--- config.mk ---
export PLATFORM = sky130hd
export DESIGN_NAME = instr_encoder
export DESIGN_NICKNAME = d
export VERILOG_FILES = /design/src/rtl/instr_encoder.sv
export SDC_FILE = /design/constraint.sdc
export NUM_CORES = 1
export LEC_CHECK = 0
export BUFFER_PORTS_ARGS = -buffer_cell sky130_fd_sc_hd__buf_4
export CORE_MARGIN = 4
export CORE_UTILIZATION = 40
export CTS_CLUSTER_SIZE = 24
export DETAILED_ROUTE_END_ITERATION = 12
export PLACE_DENSITY = 0.61
export SLEW_MARGIN = 30
export SYNTH_ARGS = -nofsm -noshare
export SYNTH_HDL_FRONTEND = slang
export SYNTH_SLANG_ARGS = --single-unit
--- constraint.sdc ---
create_clock -name clk_i -period 6.1 [get_ports clk_i]
set_clock_uncertainty 0.2 [all_clocks]
set_input_delay 1.22 -clock clk_i [delete_from_list [all_inputs] [get_ports clk_i]]
set_output_delay 1.22 -clock clk_i [all_outputs]
set_load 0.1 [all_outputs]
--- src/rtl/instr_encoder.sv ---
// Encodes R-type/addi field tuples into 32-bit MIPS words, queues them in a small FIFO
// and streams them to instruction memory at sequential word addresses.
module instr_encoder #(
    parameter int unsigned            DEPTH     = 4,
    parameter int unsigned            ADDR_W    = 32,
    parameter logic [ADDR_W-1:0]      BASE_ADDR = '0
) (
    input  logic                         clk_i,
    input  logic                         rst_n_i,
    input  logic                         flush_i,
    input  logic                         valid_i,
    output logic                         ready_o,
    input  logic                         type_i,
    input  logic [4:0]                   rs_i,
    input  logic [4:0]                   rt_i,
    input  logic [4:0]                   rd_i,
    input  logic [4:0]                   shamt_i,
    input  logic [5:0]                   funct_i,
    input  logic [15:0]                  imm_i,
    output logic                         mem_we_o,
    output logic [ADDR_W-1:0]            mem_addr_o,
    output logic [31:0]                  mem_data_o,
    input  logic                         mem_ack_i,
    output logic [$clog2(DEPTH):0]       count_o,
    output logic [15:0]                  words_o
);

    localparam int unsigned PTR_W = $clog2(DEPTH);
    localparam int unsigned CNT_W = PTR_W + 1;

    logic [31:0]       fifo_q [DEPTH];
    logic [31:0]       fifo_d [DEPTH];
    logic [PTR_W-1:0]  wr_ptr_q, wr_ptr_d;
    logic [PTR_W-1:0]  rd_ptr_q, rd_ptr_d;
    logic [CNT_W-1:0]  count_q, count_d;
    logic [ADDR_W-1:0] addr_q, addr_d;
    logic [15:0]       words_q, words_d;
    logic [31:0]       word;
    logic              push, pop;

    assign ready_o    = (count_q < CNT_W'(DEPTH));
    assign mem_we_o   = (count_q != '0);
    assign mem_data_o = fifo_q[rd_ptr_q];
    assign mem_addr_o = addr_q;
    assign count_o    = count_q;
    assign words_o    = words_q;

    always_comb begin
        word = type_i ? {6'b001000, rs_i, rt_i, imm_i}
                      : {6'b000000, rs_i, rt_i, rd_i, shamt_i, funct_i};
        push     = valid_i && ready_o;
        pop      = mem_we_o && mem_ack_i;
        fifo_d   = fifo_q;
        wr_ptr_d = wr_ptr_q;
        rd_ptr_d = rd_ptr_q;
        count_d  = count_q;
        addr_d   = addr_q;
        words_d  = words_q;
        if (flush_i) begin
            wr_ptr_d = '0;
            rd_ptr_d = '0;
            count_d  = '0;
            addr_d   = BASE_ADDR;
            words_d  = '0;
        end else begin
            if (push) begin
                fifo_d[wr_ptr_q] = word;
                wr_ptr_d         = wr_ptr_q + 1'b1;
            end
            if (pop) begin
                rd_ptr_d = rd_ptr_q + 1'b1;
                addr_d   = addr_q + ADDR_W'(4);
                if (words_q != 16'hFFFF)
                    words_d = words_q + 16'd1;
            end
            // Pointers wrap freely; occupancy alone tells full from empty.
            if (push && !pop)
                count_d = count_q + 1'b1;
            else if (pop && !push)
                count_d = count_q - 1'b1;
        end
    end

    always_ff @(posedge clk_i or negedge rst_n_i) begin
        if (!rst_n_i) begin
            fifo_q   <= '{default: '0};
            wr_ptr_q <= '0;
            rd_ptr_q <= '0;
            count_q  <= '0;
            addr_q   <= BASE_ADDR;
            words_q  <= '0;
        end else begin
            fifo_q   <= fifo_d;
            wr_ptr_q <= wr_ptr_d;
            rd_ptr_q <= rd_ptr_d;
            count_q  <= count_d;
            addr_q   <= addr_d;
            words_q  <= words_d;
        end
    end

endmodule
# After elaboration in Yosys (flattened, before gate mapping)
# Cells that the tools add are included.
dict set report op_classes {
  n_addsub 6
  order_cmp 4
  eq_ne 1
  muxes 19
  bitwise 3
  reduce_logical 14
}
# operator count
set ops {}
lappend ops {{32-bit two-way mux} 5}
lappend ops {{128-bit bitwise mux} 1}
lappend ops {{32-bit binary-select mux with 2-bit select} 1}
lappend ops {{32-bit demux with 2-bit select} 1}
lappend ops {{16-bit two-way mux} 3}
lappend ops {{32-bit by 3-bit adder with 32-bit output, second input constant} 1}
lappend ops {{30-bit two-way mux} 1}
lappend ops {{16-bit by 1-bit adder with 16-bit output, second input constant} 1}
lappend ops {{16-bit != test, second input constant} 1}
lappend ops {{3-bit two-way mux} 3}
lappend ops {{2-bit two-way mux} 4}
lappend ops {{3-bit >= comparator, second input constant} 2}
lappend ops {{2-bit NOT with 3-bit output} 2}
lappend ops {{2-bit nonzero test} 3}
lappend ops {{3-bit nonzero test} 2}
lappend ops {{1-bit logical AND} 5}
lappend ops {{2-bit by 1-bit adder with 2-bit output, second input constant} 2}
lappend ops {{2-bit AND reduction} 2}
lappend ops {{3-bit by 1-bit adder with 3-bit output, second input constant} 1}
lappend ops {{3-bit by 1-bit < comparator with 1-bit output, second input constant} 1}
lappend ops {{3-bit < comparator, second input constant} 1}
lappend ops {{3-bit by 1-bit subtractor with 3-bit output, second input constant} 1}
lappend ops {{1-bit logical NOT} 2}
lappend ops {{1-bit NOT} 1}
dict set report word_totals {
  reg_bits 183
  in_bits 48
}

# Longest topological paths before layout
# Gate-level depths: netlist of run 1.
dict set report logic_depth {
  depth_word 7
  ltp_mapped 8
}

# Worst setup path after synthesis of run 1
# No wires, ideal clock.
dict set report synth_path {
  path_kind {flip-flop to output port}
  start {register count_q[2], in the netlist count_o[2]}
  end {output port mem_we_o}
  arrival_ps 2623
  t_required_ps 4680
  path_slack_ps 2057
  stages_incl_launch_ff 3
  path_buffers 0
  cell_sequence {dfrtp_1 inv_1 nand3_1}
}
dict set report synth_via {
  elab_chain_cells 1
}
# item line
set synth_rtl {}
lappend synth_rtl {{start, declared} 35} ;# logic [CNT_W-1:0] count_q, count_d;
lappend synth_rtl {{start signal, assigned} 96} ;# count_q <= count_d;
lappend synth_rtl {{3-bit nonzero test} 42} ;# assign mem_we_o = (count_q != '0);
lappend synth_rtl {{end, declared} 20} ;# output logic mem_we_o,
# No other way between the ends.

# Worst setup path in the final report of run 1
dict set report layout_path {
  start {register rd_ptr_q[0]}
  end {output port mem_data_o[11]}
}
dict set report layout_via {
  elab_chain_cells 4
}
# item line
set layout_rtl {}
lappend layout_rtl {{start, declared} 34} ;# logic [PTR_W-1:0] rd_ptr_q, rd_ptr_d;
lappend layout_rtl {{start signal, assigned} 95} ;# rd_ptr_q <= rd_ptr_d;
lappend layout_rtl {{2-bit NOT with 3-bit output (implied by the code)} 43} ;# assign mem_data_o = fifo_q[rd_ptr_q];
lappend layout_rtl {{32-bit binary-select mux with 2-bit select} 43}
lappend layout_rtl {{32-bit two-way mux (implied by the code) (2 in a row)} 43}
lappend layout_rtl {{end, declared} 22} ;# output logic [31:0] mem_data_o,
# No other way between the ends. The select of a mux whose other input is x is not followed.

==> results.toml, run 1 <==
[status]
outcome = "completed"

[place]
dpl.hpwl_um = 11700
placed_cell_area_um2 = 8700
gp_congestion = 0.822
post-place-ws_ns = 2.53
port_buffers = 125

[floorplanning]
dieArea_um2 = 21400
die_w_um = 146
fp.coreArea_um2 = 18800
fp.dieH_um = 146
pin_count = 133
rows = 50
floorplan.initialDensity_pct = 40.7

[power_and_ir_drop]
leakage_nw = 4.08
p_per_area_nw_per_um2 = 565
max-vdd-ir-drop_mv = 0.403

[yosys]
yosysTopAreaCell = "dfrtp_1"
synth_top_area_share_pct = 52.8
syn-cell-area_um2 = 7630
yosysUniqueCellTypes = 46
syn-instance-count = 672
ys_seq_elements = 161
synth_area_leaders = "dfrtp_1, mux4_2, mux2_2"
yosys_warnings = 0
avgSynthCellArea_um2 = 11.4
ys_seq_area_share_pct = 52.8

[sta]
worst_pin_slew_ns = 0.938
slew_violations = 0
slew_headroom_pct = 37.5
rsz0062_at_grt = "no"
fmax_mhz = 280
period_needed_ns = 3.57
finalHoldViolCount = 0
setup_slack_ns = 2.53
final.setup.tns_ns = 0
finalCritPeriodShare_pct = 58.6
setup_viol = 0
whs_ns = 0.304

[finish]
syn2layout_area_growth_pct = 22.3
layout_common_cells = "dfrtp_1, buf_4, nor2_1"
diodes = 0
postLayoutCellArea_um2 = 9340
fin_util_pct = 49.7
fillCellCount = 1694
mostFrequentLayoutCell = "dfrtp_1"
fin_nets = 829
drive_gt1_share_pct = 31.6

[critical_path]
arrival_ns = 2.15
crit_type = "flip-flop to primary output"
crit_path_max_fanout = 29
endpoint_kind = "primary output"
rrSetupSlack_ns = 3.36
slowest_delay_ns = 0.84
reg2reg_to = "mem_addr_o[19]"
r2r-start = "count_o[2]"
crit_chain = "mux4_2 -> buf_4"
crit_path_top_delay_cell = "dfrtp_4"
worstPathRequired_ns = 4.68
critPathLaunchType = "flip-flop"
endpoint = "mem_data_o[11]"
cp-startpoint = "rd_ptr_q[0]"
r2r_cells = 4

[global_routing]
grt_max_degree = 122
grt_pass1_wl_um = 30000
antenna_found_initial = 0
grt_pass1_vias = 5839
grt_usage_pct = 17.2
grt.overflow.total = 0

[clocking]
clock_latency_ns = 0.42
clk_pin_slew_ns = 0.06
htree_levels = 4
cts_resized = 0
cts_tree = "yes"
clock_path_buffers = 2
root_buffer = "clkbuf_16"
postCtsSetupBuffers = 0
numCtsBuffers = 17
cts_hold_buf = 0
clock-sinks = 161

[hold_path]
hold_path_class = "flip-flop to flip-flop"

[routing]
remaining_drc_errors = 0
wire_per_inst_um = 17.6
drt_iter0_markers = 301
dr_total_vias = 5665
dr.pass1.iters = 4
via_per_inst = 5.55
routed_wirelength_um = 18000
drtAntennaViolNets = 0

[run]
drv_cap = 0
report_power, final:
group          leakage [nW]  total (mW)  internal, mW  switching, mW
sequential             2.05        1.69          1.43          0.257
clock                 0.299        1.10         0.658          0.438
combinational          1.73        2.49         0.730           1.76
total                  4.08        5.27          2.82           2.45
critical path, delay by kind of cell (launching register included):
kind	cells	cell delay [ns]
multiplexers	1	0.61
buffers and inverters	1	0.25
flip-flops	1	0.84
how the worst min path moves through the flow:
stage / start / to / slack, ns / depth (start not counted)
3_5_place_dp: fifo_q[115] / fifo_q[115] / 0.29 / 1
2_1_floorplan: fifo_q[48] / fifo_q[48] / 0.28 / 1
4_1_cts: fifo_q[61] / fifo_q[61] / 0.31 / 1
6_report: fifo_q[113] / fifo_q[113] / 0.30 / 1
5_1_grt: fifo_q[57] / fifo_q[57] / 0.33 / 1
3_3_place_gp: fifo_q[49] / fifo_q[49] / 0.28 / 1
metal layers:
layer | vias up | GRT usage (%) | routed length (um)
li1 | 2616 | - | -
met1 | 2891 | 22.8 | 8000
met2 | 139 | 28.1 | 8910
met3 | 19 | 4.44 | 896
met4 | 0 | 4.94 | 195
met5 | - | 0 | 0
state kept, by name (all words and copies together), names as in the netlist:
signal / cells
count_o: 3
fifo_q: 108
mem_addr_o: 30
rd_ptr_q: 2
words_o: 16
wr_ptr_q: 2
cells by family (layout without fill, tap and decap cells):
kind of cell / after synthesis / after routing / share of synthesized area, %
simple gates: 193 / 193 / 12.5
flops: 161 / 161 / 52.8
compound gates: 133 / 133 / 10.0
mux: 97 / 97 / 18.0
buf+inv: 65 / 174 / 3.66
xor+xnor: 15 / 15 / 1.72
fa+ha+maj: 7 / 7 / 1.25
other cells: 1 / 7 / 0.0491
cell type report:
class                   count  area (um^2)  share of cell area (%)
well taps                 234          293                    3.14
inverters                  13         48.8                   0.523
multi-input cells         452         3360                    36.0
flip-flops and latches    161         4030                    43.2
repair buffers            129          996                    10.7
clock inverters            12          158                    1.69
clock buffers              20          447                    4.78
synthesized netlist by cell type, drive strengths merged:
cell and number:
inv 13, nor4 4, a211oi 8, a311oi 2, fa 1, o41ai 1, o31a 1, and3 11
and4 3, o211ai 3, xor2 8, nor2 94, or2 1, or3 6, and2 1, nand2b 1
nand2 18, or4 18, nand4 10, ha 6, mux2i 17, buf 13, nand4b 1, nand3 13
clkbuf 39, o311ai 1, o2111ai 1, mux4 27, or4b 1, nor2b 9, nand3b 1, a31oi 2
o21ai 5, a21oi 93, conb 1, nor3 1, dfrtp 161, o31ai 16, mux2 53, xnor2 7
per-stage QoR:
| step | cells | power (mW) |
|---|---|---|
| finish | 1021 | 5.27 |
| global route | 1021 | 5.52 |
| CTS | 1020 | 5.32 |
| detailed placement | 988 | 4.22 |
| global placement | 988 | 4.13 |
| floorplan | 678 | 3.68 |
Note: power is estimated with default switching activity, not from simulation.
==> run 2, diff against run 1 <==
Settings changed: PLACE_DENSITY 0.61 to 0.64.
Clock period 6.1 ns to 3 ns, I/O delays scaled along.
==> run 2 against run 1 <==
- sequential cell count unchanged
- final cell count up 1.6%
- via count fell by 2.0%
- highest routed layer unchanged
==> results.toml, run 2 (synthesis gave the netlist of run 1 again) <==
[status]
outcome = "completed"

[place]
dpl.hpwl_um = 11800
dpl.cell_count = 1004
gp_congestion = 0.751
port_buffers = 125

[finish]
top_register = "fifo_q"
layout_common_cells = "dfrtp_1, buf_4, nor2_1"
drive_gt1_share_pct = 32.8
fin_util_pct = 50.4
multi_input_area_um2 = 3350
regArea_um2 = 4030
fin_nets = 845
mostFrequentLayoutCell = "dfrtp_1"
syn2layout_area_growth_pct = 24.0
fin_cells = 1037
fillCellCount = 1734
largest_reg_flops = 108
diodes = 0

[sta]
setup_viol = 0
slew_violations = 0
finalCritPeriodShare_pct = 94.7
worst_pin_slew_ns = 0.601
rsz0062_at_grt = "no"
final.setup.tns_ns = 0
period_needed_ns = 2.84
slew_headroom_pct = 59.7
fmax_mhz = 352
finalHoldViolCount = 0

[critical_path]
r2r-start = "mem_addr_o[3]"
critPathLaunchType = "flip-flop"
cp_top_family = "multiplexers"
crit_path_top_delay_cell = "mux4_2"
rrSetupSlack_ns = 0.62
endpoint_kind = "primary output"
arrival_ns = 2.04
crit_chain = "buf_12 -> mux4_2 -> buf_4"
crit_type = "flip-flop to primary output"
critPathBufInv = 2
cp-startpoint = "rd_ptr_q[0]"
slowest_delay_ns = 0.55
crit_path_max_fanout = 22
worstPathRequired_ns = 2.20

[power_and_ir_drop]
fin_total_pwr_mw = 10.7
switching_share_pct = 46.6
power.internal_mw = 5.70
power.share.clock_pct = 20.4
leakage_nw = 4.15
sequentialPowerShare_pct = 31.3
p_switching_mw = 4.97
combPwrFrac_pct = 48.3
p_per_area_nw_per_um2 = 1130
max-vdd-ir-drop_mv = 0.716

[routing]
routed_wirelength_um = 17500
wire_per_inst_um = 16.8
dr_total_vias = 5553
dr.pass1.iters = 5
via_per_inst = 5.35
drt_iter0_markers = 312
drtAntennaViolNets = 0
remaining_drc_errors = 0

[global_routing]
grt_max_degree = 63
grt.overflow.total = 0
grt_usage_pct = 16.9
grt_pass1_vias = 5597
grt_pass1_wl_um = 29400
antenna_found_initial = 0

[floorplanning]
dieArea_um2 = 21400
fp.coreArea_um2 = 18800
floorplan.initialDensity_pct = 40.7
rows = 50
fp.dieH_um = 146
pin_count = 133
die_w_um = 146

[clocking]
clock_latency_ns = 0.43
cts_resized = 0
clock_path_buffers = 2
postCtsSetupBuffers = 0
cts_tree = "yes"
clock-sinks = 161
clk_pin_slew_ns = 0.07
numCtsBuffers = 17
root_buffer = "clkbuf_16"
htree_levels = 4

[hold_path]
min_from = "rt_i[2]"
hold_path_class = "input port to flip-flop"

[run]
drv_cap = 0
-- run 2: cell count changes in the layout (fill, tap and decap cells not counted), sizes merged --
cell / delta
buf: +15
clkinv: -4
clkinvlp: +4
inv: +2
bufinv: -1
clkbuf: -1
dlygate4sd3: +1
-- run 2: final timing paths --
check                                       to  cells past startpoint
worst max-delay path             mem_data_o[2]                      3
worst min-delay path                fifo_q[82]                      2
worst max register to register  mem_addr_o[28]                      5
worst min register to register      fifo_q[49]                      1
max in group asynchronous           fifo_q[15]                      3
min in group asynchronous          fifo_q[100]                      2
-- run 2: area by class of cell --
class,count,area share (%)
multi-input cells,452,35.4
repair buffers,145,12.1
clock buffers,19,4.68
clock inverters,13,1.57
inverters,13,0.555
flip-flops and latches,161,42.6
well taps,234,3.09
-- run 2: per-layer routing --
| layer | share of wire, % | track usage [%] |
|---|---|---|
| met1 | 47 | 23.3 |
| met2 | 46 | 25.9 |
| met3 | 6.2 | 5.56 |
| met4 | 0.84 | 4.61 |
| met5 | 0 | 0 |
-- run 2: power groups by stage --
stage | clock network [mW] | logic [mW] | registers, mW
final | 2.18 | 5.16 | 3.34
after detailed placement | 0 | 5.20 | 3.39
after CTS | 2.23 | 5.21 | 3.35
after global placement | 0 | 5.14 | 3.38
after global routing | 2.34 | 5.44 | 3.45
after floorplan | 0 | 4.00 | 3.48
-- run 2: stage by stage --
stage	area (um^2)	hold slack [ns]	setup WS (ns)
final	9470	0.228	0.160
after global routing	9470	0.214	0.0486
after CTS	9470	0.207	0.107
after detailed placement	8860	0.293	0.498
after global placement	8860	0.284	0.572
after floorplan	7670	0.104	-0.00229
-- run 2: timing repair --
item	CTS	global route
endpoints found under the hold margin	58	0
hold buffers	1	0
endpoints found under the setup margin	0	0
==> run 3, diff against run 2 <==
Settings changed: ABC_CLOCK_PERIOD_IN_PS set to 3170, PLACE_DENSITY 0.64 to 0.61, SLEW_MARGIN 30 to unset.
Clock period 3 ns to 3.17 ns, I/O delays scaled along.
==> run 3 against run 2 <==
- non-clock buffer count down 7
- critical endpoint is now mem_data_o[29]
- routed wire length up 4.6%
- sequential cell count unchanged
- power down 4.0%
- highest routed layer unchanged
==> results.toml, run 3 (synthesis gave the netlist of run 1 again) <==
[place]
port_buffers = 125
post-place-ws_ns = 0.633
dpl.cell_count = 998
dpl.hpwl_um = 12300
placed_cell_area_um2 = 8810
gp_congestion = 0.792

[clocking]
cts_resized = 0
root_buffer = "clkbuf_16"
clock_path_buffers = 2
cts_hold_buf = 0
htree_levels = 4
clock_latency_ns = 0.41
postCtsSetupBuffers = 0
clock-sinks = 161
cts_tree = "yes"
clk_pin_slew_ns = 0.06
numCtsBuffers = 17

[sta]
slew_headroom_pct = 52.4
setup_slack_ns = 0.270
period_needed_ns = 2.90
worst_pin_slew_ns = 0.714
final.setup.tns_ns = 0
fmax_mhz = 345
rsz0062_at_grt = "no"
finalCritPeriodShare_pct = 91.5
finalHoldViolCount = 0
setup_viol = 0
whs_ns = 0.0257
slew_violations = 0

[finish]
fin_nets = 838
fin_cells = 1028
mostFrequentLayoutCell = "dfrtp_1"
largest_reg_flops = 108
top_register = "fifo_q"
postLayoutCellArea_um2 = 9420
fin_util_pct = 50.2
layout_common_cells = "dfrtp_1, buf_4, nor2_1"
syn2layout_area_growth_pct = 23.4
drive_gt1_share_pct = 32.2
diodes = 0

[global_routing]
grt.overflow.total = 0
grt_pass1_vias = 5903
antenna_found_initial = 0
grt_pass1_wl_um = 30600
grt_max_degree = 68
grt_usage_pct = 17.4

[critical_path]
arrival_ns = 2.07
r2r_cells = 5
cp_top_family = "multiplexers"
slowest_delay_ns = 0.57
r2r-start = "mem_addr_o[2]"
worstPathRequired_ns = 2.34
critPathBufInv = 2
reg2reg_to = "mem_addr_o[26]"
crit_path_max_fanout = 24
rrSetupSlack_ns = 0.78
crit_chain = "buf_12 -> mux4_2 -> buf_4"
crit_type = "flip-flop to primary output"
crit_path_top_delay_cell = "mux4_2"
endpoint_kind = "primary output"
critPathLaunchType = "flip-flop"

[floorplanning]
dieArea_um2 = 21400
die_w_um = 146
pin_count = 133
floorplan.initialDensity_pct = 40.7
fp.dieH_um = 146
rows = 50
fp.coreArea_um2 = 18800

[power_and_ir_drop]
leakage_nw = 4.13
max-vdd-ir-drop_mv = 0.841
p_per_area_nw_per_um2 = 1090
fin_total_pwr_mw = 10.2

[routing]
wire_per_inst_um = 17.8
remaining_drc_errors = 0
routed_wirelength_um = 18300
drtAntennaViolNets = 0
dr.pass1.iters = 6
dr_total_vias = 5588
via_per_inst = 5.44
drt_iter0_markers = 251

[hold_path]
hold_path_class = "input port to async pin"

[status]
outcome = "completed"

[run]
drv_cap = 0
-- run 3: layout make-up --
cell class	instances	area, um^2
timing repair buffer	138	1080
sequential	161	4030
inverter	13	48.8
fill	1672	9350
multi-input combinational	452	3360
clock buffer	21	460
clock inverter	9	155
tap	234	293
-- run 3: metal layers --
metal  GRT usage [%]  vias to the layer above  part of all wire, %
li1                -                     2635                    -
met1            23.4                     2812                   44
met2            28.4                      131                   50
met3            5.00                       10                  5.4
met4            3.76                        0                 0.74
met5               0                        -                    0
-- run 3: power breakdown --
group	switching, mW	total (mW)	internal (mW)	leakage [nW]
Combinational	3.49	4.93	1.45	1.79
Sequential	0.414	3.16	2.75	2.05
Clock	0.797	2.15	1.35	0.299
-- run 3: how the worst max path moves through the flow --
stage | start | endpoint | slack [ns] | depth (start not counted)
global placement | rd_ptr_q[0] | mem_data_o[11] | 0.71 | 3
global route | rd_ptr_q[0] | mem_data_o[29] | 0.19 | 3
finish | rd_ptr_q[0] | mem_data_o[29] | 0.27 | 3
detailed placement | flush_i | fifo_q[79] | 0.63 | 6
floorplan | count_o[2] | mem_we_o | 0.01 | 2
CTS | rd_ptr_q[0] | mem_data_o[29] | 0.24 | 3
